<file path="config.mk">
export PLATFORM = sky130hd
export DESIGN_NAME = bcd_seg7_scan_driver
export DESIGN_NICKNAME = d
export VERILOG_FILES = /design/src/rtl/bcd_seg7_scan_driver.sv
export SDC_FILE = /design/constraint.sdc
export NUM_CORES = 1
export LEC_CHECK = 0
export ABC_CLOCK_PERIOD_IN_PS = 3700
export BUFFER_PORTS_ARGS = -buffer_cell sky130_fd_sc_hd__buf_2
export CORE_MARGIN = 4
export CORE_UTILIZATION = 55
export CTS_CLUSTER_DIAMETER = 80
export DETAILED_ROUTE_END_ITERATION = 12
export GPL_TIMING_DRIVEN = 0
export PLACE_DENSITY = 0.86
export SYNTH_ARGS = -nofsm -noshare
export SYNTH_HDL_FRONTEND = slang
export SYNTH_SLANG_ARGS = --single-unit
</file>
<file path="constraint.sdc">
create_clock -name clk -period 3.7 [get_ports clk]
set_input_delay 0.185 -clock clk [delete_from_list [all_inputs] [get_ports clk]]
set_output_delay 0.185 -clock clk [all_outputs]
set_load 0.05 [all_outputs]
</file>
<file path="src/rtl/bcd_seg7_scan_driver.sv">
// Three-digit common-anode 7-segment scan driver fed by a BCD converter.
// One digit is lit at a time, and each slot opens with a short all-dark guard
// so that the previous digit does not ghost into the next one. Leading zeros
// can be blanked. New values are held in a shadow register and only reach
// the display at a frame boundary, so a frame never shows a mix of old and
// new digits.
module bcd_seg7_scan_driver #(
  parameter int REFRESH_DIV   = 50000,
  parameter int GUARD         = 2,
  parameter bit BLANK_LEADING = 1'b1
) (
  input  logic       clk,
  input  logic       rst_n,
  input  logic       load,
  input  logic [3:0] hundreds,
  input  logic [3:0] tens,
  input  logic [3:0] ones,
  output logic [6:0] seg,
  output logic [2:0] an,
  output logic       frame_done
);

  localparam int            CW       = (REFRESH_DIV > 1) ? $clog2(REFRESH_DIV) : 1;
  localparam logic [CW-1:0] CNT_LAST = CW'(REFRESH_DIV - 1);

  typedef enum logic [1:0] {
    S_H = 2'd0,
    S_T = 2'd1,
    S_O = 2'd2
  } state_t;

  state_t        r_state;
  state_t        w_state_next;
  logic [CW-1:0] r_cnt;
  logic [CW-1:0] w_cnt_next;
  logic          w_slot_end;
  logic          w_frame_wrap;

  // Digits are packed as {hundreds, tens, ones}.
  logic [11:0]   r_active;
  logic [11:0]   w_active_next;
  logic [11:0]   r_shadow;
  logic          r_pending;
  logic          w_pending_next;

  logic [6:0]    r_seg;
  logic [6:0]    w_seg_next;
  logic [2:0]    r_an;
  logic [2:0]    w_an_next;
  logic          r_frame_done;
  logic [3:0]    w_digit;
  logic [2:0]    w_slot_an;
  logic          w_blank;

  // Active-low segment pattern {g,f,e,d,c,b,a}; a non-BCD nibble shows a dash.
  function automatic logic [6:0] f_decode(input logic [3:0] d);
    case (d)
      4'd0:    f_decode = 7'h40;
      4'd1:    f_decode = 7'h79;
      4'd2:    f_decode = 7'h24;
      4'd3:    f_decode = 7'h30;
      4'd4:    f_decode = 7'h19;
      4'd5:    f_decode = 7'h12;
      4'd6:    f_decode = 7'h02;
      4'd7:    f_decode = 7'h78;
      4'd8:    f_decode = 7'h00;
      4'd9:    f_decode = 7'h10;
      default: f_decode = 7'h3F;
    endcase
  endfunction

  // Next scan position, and the commit of the shadow value at the frame wrap.
  always_comb begin
    w_slot_end     = (r_cnt == CNT_LAST);
    w_frame_wrap   = w_slot_end && (r_state == S_O);
    w_cnt_next     = w_slot_end ? '0 : r_cnt + CW'(1);
    w_state_next   = r_state;
    w_active_next  = r_active;
    w_pending_next = r_pending;
    if (w_slot_end) begin
      case (r_state)
        S_H:     w_state_next = S_T;
        S_T:     w_state_next = S_O;
        default: w_state_next = S_H;
      endcase
    end
    if (w_frame_wrap) begin
      // A load landing on the wrap edge goes straight to the display.
      if (load) begin
        w_active_next = {hundreds, tens, ones};
      end else if (r_pending) begin
        w_active_next = r_shadow;
      end
      w_pending_next = 1'b0;
    end else if (load) begin
      w_pending_next = 1'b1;
    end
  end

  // Output pattern for the upcoming cycle, derived from the next state so
  // that the registered outputs line up exactly with the slot boundaries.
  always_comb begin
    w_an_next  = 3'b111;
    w_seg_next = 7'h7F;
    case (w_state_next)
      S_H: begin
        w_digit   = w_active_next[11:8];
        w_slot_an = 3'b011;
        w_blank   = BLANK_LEADING && (w_active_next[11:8] == 4'd0);
      end
      S_T: begin
        w_digit   = w_active_next[7:4];
        w_slot_an = 3'b101;
        w_blank   = BLANK_LEADING && (w_active_next[11:8] == 4'd0)
                                  && (w_active_next[7:4] == 4'd0);
      end
      default: begin
        w_digit   = w_active_next[3:0];
        w_slot_an = 3'b110;
        w_blank   = 1'b0;
      end
    endcase
    if ((int'(w_cnt_next) >= GUARD) && !w_blank) begin
      w_an_next  = w_slot_an;
      w_seg_next = f_decode(w_digit);
    end
  end

  // Scan FSM state and slot counter.
  always_ff @(posedge clk or negedge rst_n) begin
    if (!rst_n) begin
      r_state <= S_H;
      r_cnt   <= '0;
    end else begin
      r_state <= w_state_next;
      r_cnt   <= w_cnt_next;
    end
  end

  // Shadow capture, pending flag and displayed digits.
  always_ff @(posedge clk or negedge rst_n) begin
    if (!rst_n) begin
      r_active  <= '0;
      r_shadow  <= '0;
      r_pending <= 1'b0;
    end else begin
      if (load) begin
        r_shadow <= {hundreds, tens, ones};
      end
      r_active  <= w_active_next;
      r_pending <= w_pending_next;
    end
  end

  // Registered display outputs and end-of-frame strobe.
  always_ff @(posedge clk or negedge rst_n) begin
    if (!rst_n) begin
      r_seg        <= 7'h7F;
      r_an         <= 3'b111;
      r_frame_done <= 1'b0;
    end else begin
      r_seg        <= w_seg_next;
      r_an         <= w_an_next;
      r_frame_done <= w_frame_wrap;
    end
  end

  assign seg        = r_seg;
  assign an         = r_an;
  assign frame_done = r_frame_done;

endmodule
</file>
# --- Word-level counts from Yosys, hierarchy flattened ---
# Memory sizes are Yosys's and may differ from the RTL's.
# Index checks and enable logic that the tools add are counted.
# W data, S select, Z words.
word_totals:
  mem_bits_ro: 112
  out_inout_bits: 11
  wordCells: 37
  ff_bits: 54
  in_bits: 15
  memories: 1
classes:
  eq_ne: 4
  muxes: 13
  magnitude_cmp: 1
  reduce_logical: 9
  add_sub_neg: 1
memory_table:
  columns: ["name", "words", "width", "rd", "rd_ports_with_merged_regs", "write_ports", "line_no", "text"]
  rows:
  - ["(no name shown)", 16, 7, 1, 0, 0, "57", "case (d)"]
op_table:
  columns: ["operator", "count"]
  rows:
  - ["$mux W12", 3]
  - ["$add A16 B1 Y16 const B", 1]
  - ["$eq A16 B16 Y1 const B", 1]
  - ["$ge A16 B2 Y1 const B", 1]
  - ["$mux W16", 1]
  - ["$logic_not A4 Y1", 2]
  - ["$pmux W4 S2", 1]
  - ["$mux W7", 1]
  - ["$pmux W3 S2", 1]
  - ["$eq A2 B1 Y1 const B", 2]
  - ["$logic_not A2 Y1", 2]
  - ["$pmux W2 S2", 1]
  - ["$logic_and A1 B1 Y1", 3]
  - ["$mux W3", 1]
  - ["$eq A2 B2 Y1 const B", 1]
  - ["$mux W1", 2]
  - ["$mux W2", 1]
  - ["$pmux W1 S2", 1]
  - ["$reduce_bool A2 Y1", 1]
  - ["$logic_not A1 Y1", 1]

# --- Longest topological paths before layout ---
depth:
  word_depth: 9
  mapped_depth: 14
  ltp_nobuf: 12

# --- Worst setup path before layout ---
# Ideal clock, no wire load.
synth_path:
  path_kind: "flip-flop to flip-flop"
  from: "reg r_cnt[5]"
  to: "reg r_seg[5] (netlist: seg[5])"
  required_ps: 3617
  t_arrival_ps: 3312
  slack_ps: 305
  setup_time_ps: 83
  stages_incl_launch_ff: 13
  period_less_slack_ps: 3395
  path_buffers: 2
  cell_sequence: "dfrtp_1 > buf_6 > or4b_4 > or4_1 > buf_2 > nor2_2 > mux4_2 > a211oi_1 > inv_1 > ha_1 > nand2b_1 > a21oi_1 > o21ai_1"
synth_between:
  elab_chain_len: 9
  word_cells_on_any_way: 18
  classes_between: "add/sub (1); order compare (1); eq/ne (2); mux (6); reduce/logical (7); memory (1)"
synth_lines:
  columns: ["item", "line_no", "text"]
  rows:
  - ["start: declaration", "34", "logic [CW-1:0] r_cnt;"]
  - ["start signal: assignment", "136", "r_cnt <= w_cnt_next;"]
  - ["branches (longest 8 deep; another with $add A16 B1 Y16)", null, null]
  - ["$mux W7 *", "123", "if ((int'(w_cnt_next) >= GUARD) && !w_blank) begin"]
  - ["named net w_seg_next[5]", "47", "logic [6:0] w_seg_next;"]
  - ["end signal: assignment", "162", "r_seg <= w_seg_next;"]
  - ["end: declaration", "46", "logic [6:0] r_seg;"]
# Mark *: on every way through the listed nets, which the timed path passes.
# A chain may end at the register's enable or synchronous reset.

# --- Final worst setup path ---
layout_path:
  from: "reg r_cnt[4]"
  to: "reg r_seg[3] (netlist: seg[3])"
layout_between:
  elab_chain_len: 9
  word_cells_on_any_way: 18
  classes_between: "add/sub (1); order compare (1); eq/ne (2); mux (6); reduce/logical (7); memory (1)"
layout_lines:
  columns: ["item", "line_no", "text"]
  rows:
  - ["$eq A16 B16 Y1 *", "74", "w_slot_end = (r_cnt == CNT_LAST);"]
  - ["$logic_and A1 B1 Y1 *", "75", "w_frame_wrap = w_slot_end && (r_state == S_O);"]
  - ["$mux W12 *", "87", "if (w_frame_wrap) begin"]
  - ["named net w_active_next[7]", "41", "logic [11:0] w_active_next;"]
  - ["branches (longest 5 deep; another with $mem_v2 Z16 W7)", null, null]
  - ["$mux W7 *", "123", null]
  - ["named net w_seg_next[3]", "47", null]
# Marked as above.

==> results.sh <==
export IMPL_max_slew_margin_pct=21.2
export IMPL_place_congestion=0.914
export IMPL_synth_area_mm2=0.00292
export IMPL_fp_row_count=26
export IMPL_yosys_area_top_type_share_pct=37.7
export IMPL_ioPinCount=26
export IMPL_comb_power_share_pct=4.7
export IMPL_fin_skew_ns=0.0126
export IMPL_critPathMaxFanout=10
export IMPL_cts_sinks=54
export IMPL_grt_pass1_vias=2223
export IMPL_rsz0062_at_grt="false"
export IMPL_status="finished, final reports clean"
export IMPL_detail_route_wl_per_cell_um=15.2
export IMPL_start_kind="register"
export IMPL_drtIter0Drc=269
export IMPL_drt_wl_total_mm=6.19
export IMPL_synth_compound_area_share_pct=14.3
export IMPL_insertion_delay_ns=0.31
export IMPL_grtUsageTotal_pct=20.2
export IMPL_ys_ff_latch=54
export IMPL_worst_slew_pin_slew_ns=1.18
export IMPL_yosys_warnings=0
export IMPL_die_h_um=80.9
export IMPL_htreeDepth=2
export IMPL_drc=0
export IMPL_first_pass_iters=4
export IMPL_synthSimpleGateAreaFrac_pct=21.1
export IMPL_via_per_inst=5.80
export IMPL_cts_path_max_buffers=2
export IMPL_muxShareOfSynthArea_pct=7.15
export IMPL_final_max_slew_violation_count=0
export IMPL_area_delta_synth_final_pct=13.0
export IMPL_setup_tns_ns=0
export IMPL_power_density_mw_per_mm2=306
export IMPL_fill_cells=421
export IMPL_dp_hpwl_mm=4.37
export IMPL_async_reset_ff_share_pct=100
export IMPL_grt_max_degree=55
export IMPL_p_sw_share_pct=23.3
export IMPL_final_common_cell="dfrtp_1"
export IMPL_worst_ep_arrival_time_ns=3.84
export IMPL_clkPwrFrac_pct=35.2
export IMPL_ir_worst_vdd_uv=252
export IMPL_grt_ovfl_total=0
export IMPL_die_w_um=80.9
export IMPL_postRouteAntennaNets=0
export IMPL_cts_tree="built"
export IMPL_yosysTopAreaCell="dfrtp_1"
export IMPL_finalCritPeriodShare_pct=97.1
export IMPL_required_ns=3.95
export IMPL_antenna_found_initial=0
export IMPL_mostFrequentLayoutCells="dfrtp_1, nand2_1, buf_2"
export IMPL_hold_viol_final=0
export IMPL_max_freq_mhz=278
export IMPL_grt_pass1_wl_mm=10.4
export IMPL_synth_xor_area_share_pct=3.90
export IMPL_ys_top_cells_by_area="dfrtp_1, dfstp_2, nand2_1"
export IMPL_total_power_w=0.00101
export IMPL_seq_area_frac_synth_pct=46.7
export IMPL_max_cap_violations=0
export IMPL_ys_flop_type="dfrtp_1"
export IMPL_die_area_mm2=0.00654
export IMPL_clock_root_buffer="clkbuf_8"
export IMPL_placed_cell_area_mm2=0.00314
export IMPL_seqPwrFrac_pct=60.1
export IMPL_yosysUniqueCellTypes=57
export IMPL_cts_hold_buffers_added=0
export IMPL_core_mm2=0.00514
export IMPL_p_int_w=0.000776
export IMPL_setup_viol=0
export IMPL_synth_fa_ha_area_share_pct=3.00
export IMPL_switching_power_w=0.000235
export IMPL_endpoint_kind="register"
export IMPL_num_antenna_cells=0
export IMPL_path_clk_slew_ns=0.10
export IMPL_synth_top_family_by_area="simple AND/OR/NAND/NOR gates"
export IMPL_initial_core_util_pct=56.9
export IMPL_final_cell_area_mm2=0.00330
export IMPL_final_layout_size_suffix_gt1_share_pct=24.0
export IMPL_synthCells=300
export IMPL_cts_inserted_buffers=5
export IMPL_io_buffers=25
export IMPL_synth_fp_nets=322
export IMPL_fin_nets=359
export IMPL_syn_avg_cell_area_um2=9.74
export IMPL_vias=2366
export IMPL_synth_edf_count=0
export IMPL_critPathKind="reg -> reg"
export IMPL_p_leak_nw=1.49
export IMPL_hold_class="in -> async"
export IMPL_fin_crit_ns=3.59
power by group through the flow:
stage,clock (W),sequential [W],combinational (W)
final,0.000356,0.000608,0.0000477
after global routing,0.000384,0.000609,0.0000546
after floorplan,0,0.000617,0.0000233
after global placement,0,0.000618,0.0000474
after CTS,0.000360,0.000608,0.0000487
after detailed placement,0,0.000619,0.0000486
state kept, by name, summed over array words and instances (netlist names), named ones only:
register	flops
r_cnt	16
r_shadow	12
r_active	11
seg	7
an	3
r_state	2
frame_done	1
r_pending	1
what timing repair did:
action                                  4_1_cts  5_1_grt
endpoints found under the setup margin        4        6
pin swaps                                     0        1
buffers inserted                              0        5
resized for setup                             1        6
worst max-delay path, cell delays in order (launching register included):
cell	delay, ns
dfrtp_1	0.36
buf_2	0.17
or4b_4	0.51
or4_1	0.53
buf_2	0.19
nor3_4	0.38
mux2_2	0.40
nor4_1	0.45
nor2_1	0.10
o31a_4	0.34
o21ai_1	0.10
layout make-up:
class                           count  area (um^2)  area share [%]
Clock buffer                        6         82.6            2.50
Multi-Input combinational cell    219         1470            44.6
Buffer                             14         67.6            2.05
Timing Repair Buffer               30          163            4.93
Sequential cell                    54         1360            41.3
Inverter                           13         48.8            1.48
Tap cell                           70         87.6            2.65
Clock inverter                      2         15.0           0.455
cell usage after synthesis, drive strengths merged, types with 5 or more instances:
cell type and instances:
nor2 18, xnor2 9, dfrtp 44, a21oi 23, inv 12, clkbuf 8
and3 8, ha 7, nand2b 5, o21ai 19, nand3 10, nor3 8
dfstp 10, nand2 42, buf 6, mux2 11
logic make-up after synthesis:
logic type | after synthesis
AOI/OAI and AO/OA | 64
muxes | 17
and+or+nand+nor | 118
xor gates and xnor gates | 13
DFF | 54
buffers and inverters | 27
adders and majority gates | 7
metal layers:
| layer | global-route usage (%) | share of wire (%) |
|---|---|---|
| met2 | 31.4 | 46 |
| met3 | 4.32 | 6.6 |
| met4 | 6.93 | 3.1 |
| met5 | 0 | 0 |
| met1 | 27.9 | 44 |
worst paths after layout:
kind,startpoint,end,slack (ns),cells after the start
max,r_cnt[4]$_DFF_PN0_,seg[3]$_DFF_PN1_,0.11,10
min,rst_n,r_cnt[2]$_DFF_PN0_,0.11,1
max reg2reg,r_cnt[4]$_DFF_PN0_,seg[3]$_DFF_PN1_,0.11,10
min reg2reg,r_shadow[7]$_DFFE_PN0P_,r_shadow[7]$_DFFE_PN0P_,0.51,1
max in group asynchronous,rst_n,r_cnt[5]$_DFF_PN0_,2.88,1
min in group clk,tens[2],r_shadow[6]$_DFFE_PN0P_,0.11,3
stage by stage:
step / util, % / worst slack (ns) / std cells / hold slack [ns]
2_1_floorplan: - / 0.305 / 300 / -0.111
3_3_place_gp: 61.0 / 0.00177 / 395 / 0.426
3_5_place_dp: 61.0 / -0.0697 / 395 / 0.432
4_1_cts: 63.0 / 0.0194 / 403 / 0.114
5_1_grt: 64.2 / 0.0307 / 408 / 0.102
6_report: 64.2 / 0.108 / 408 / 0.108
Note: power is estimated with default switching activity, not from simulation.
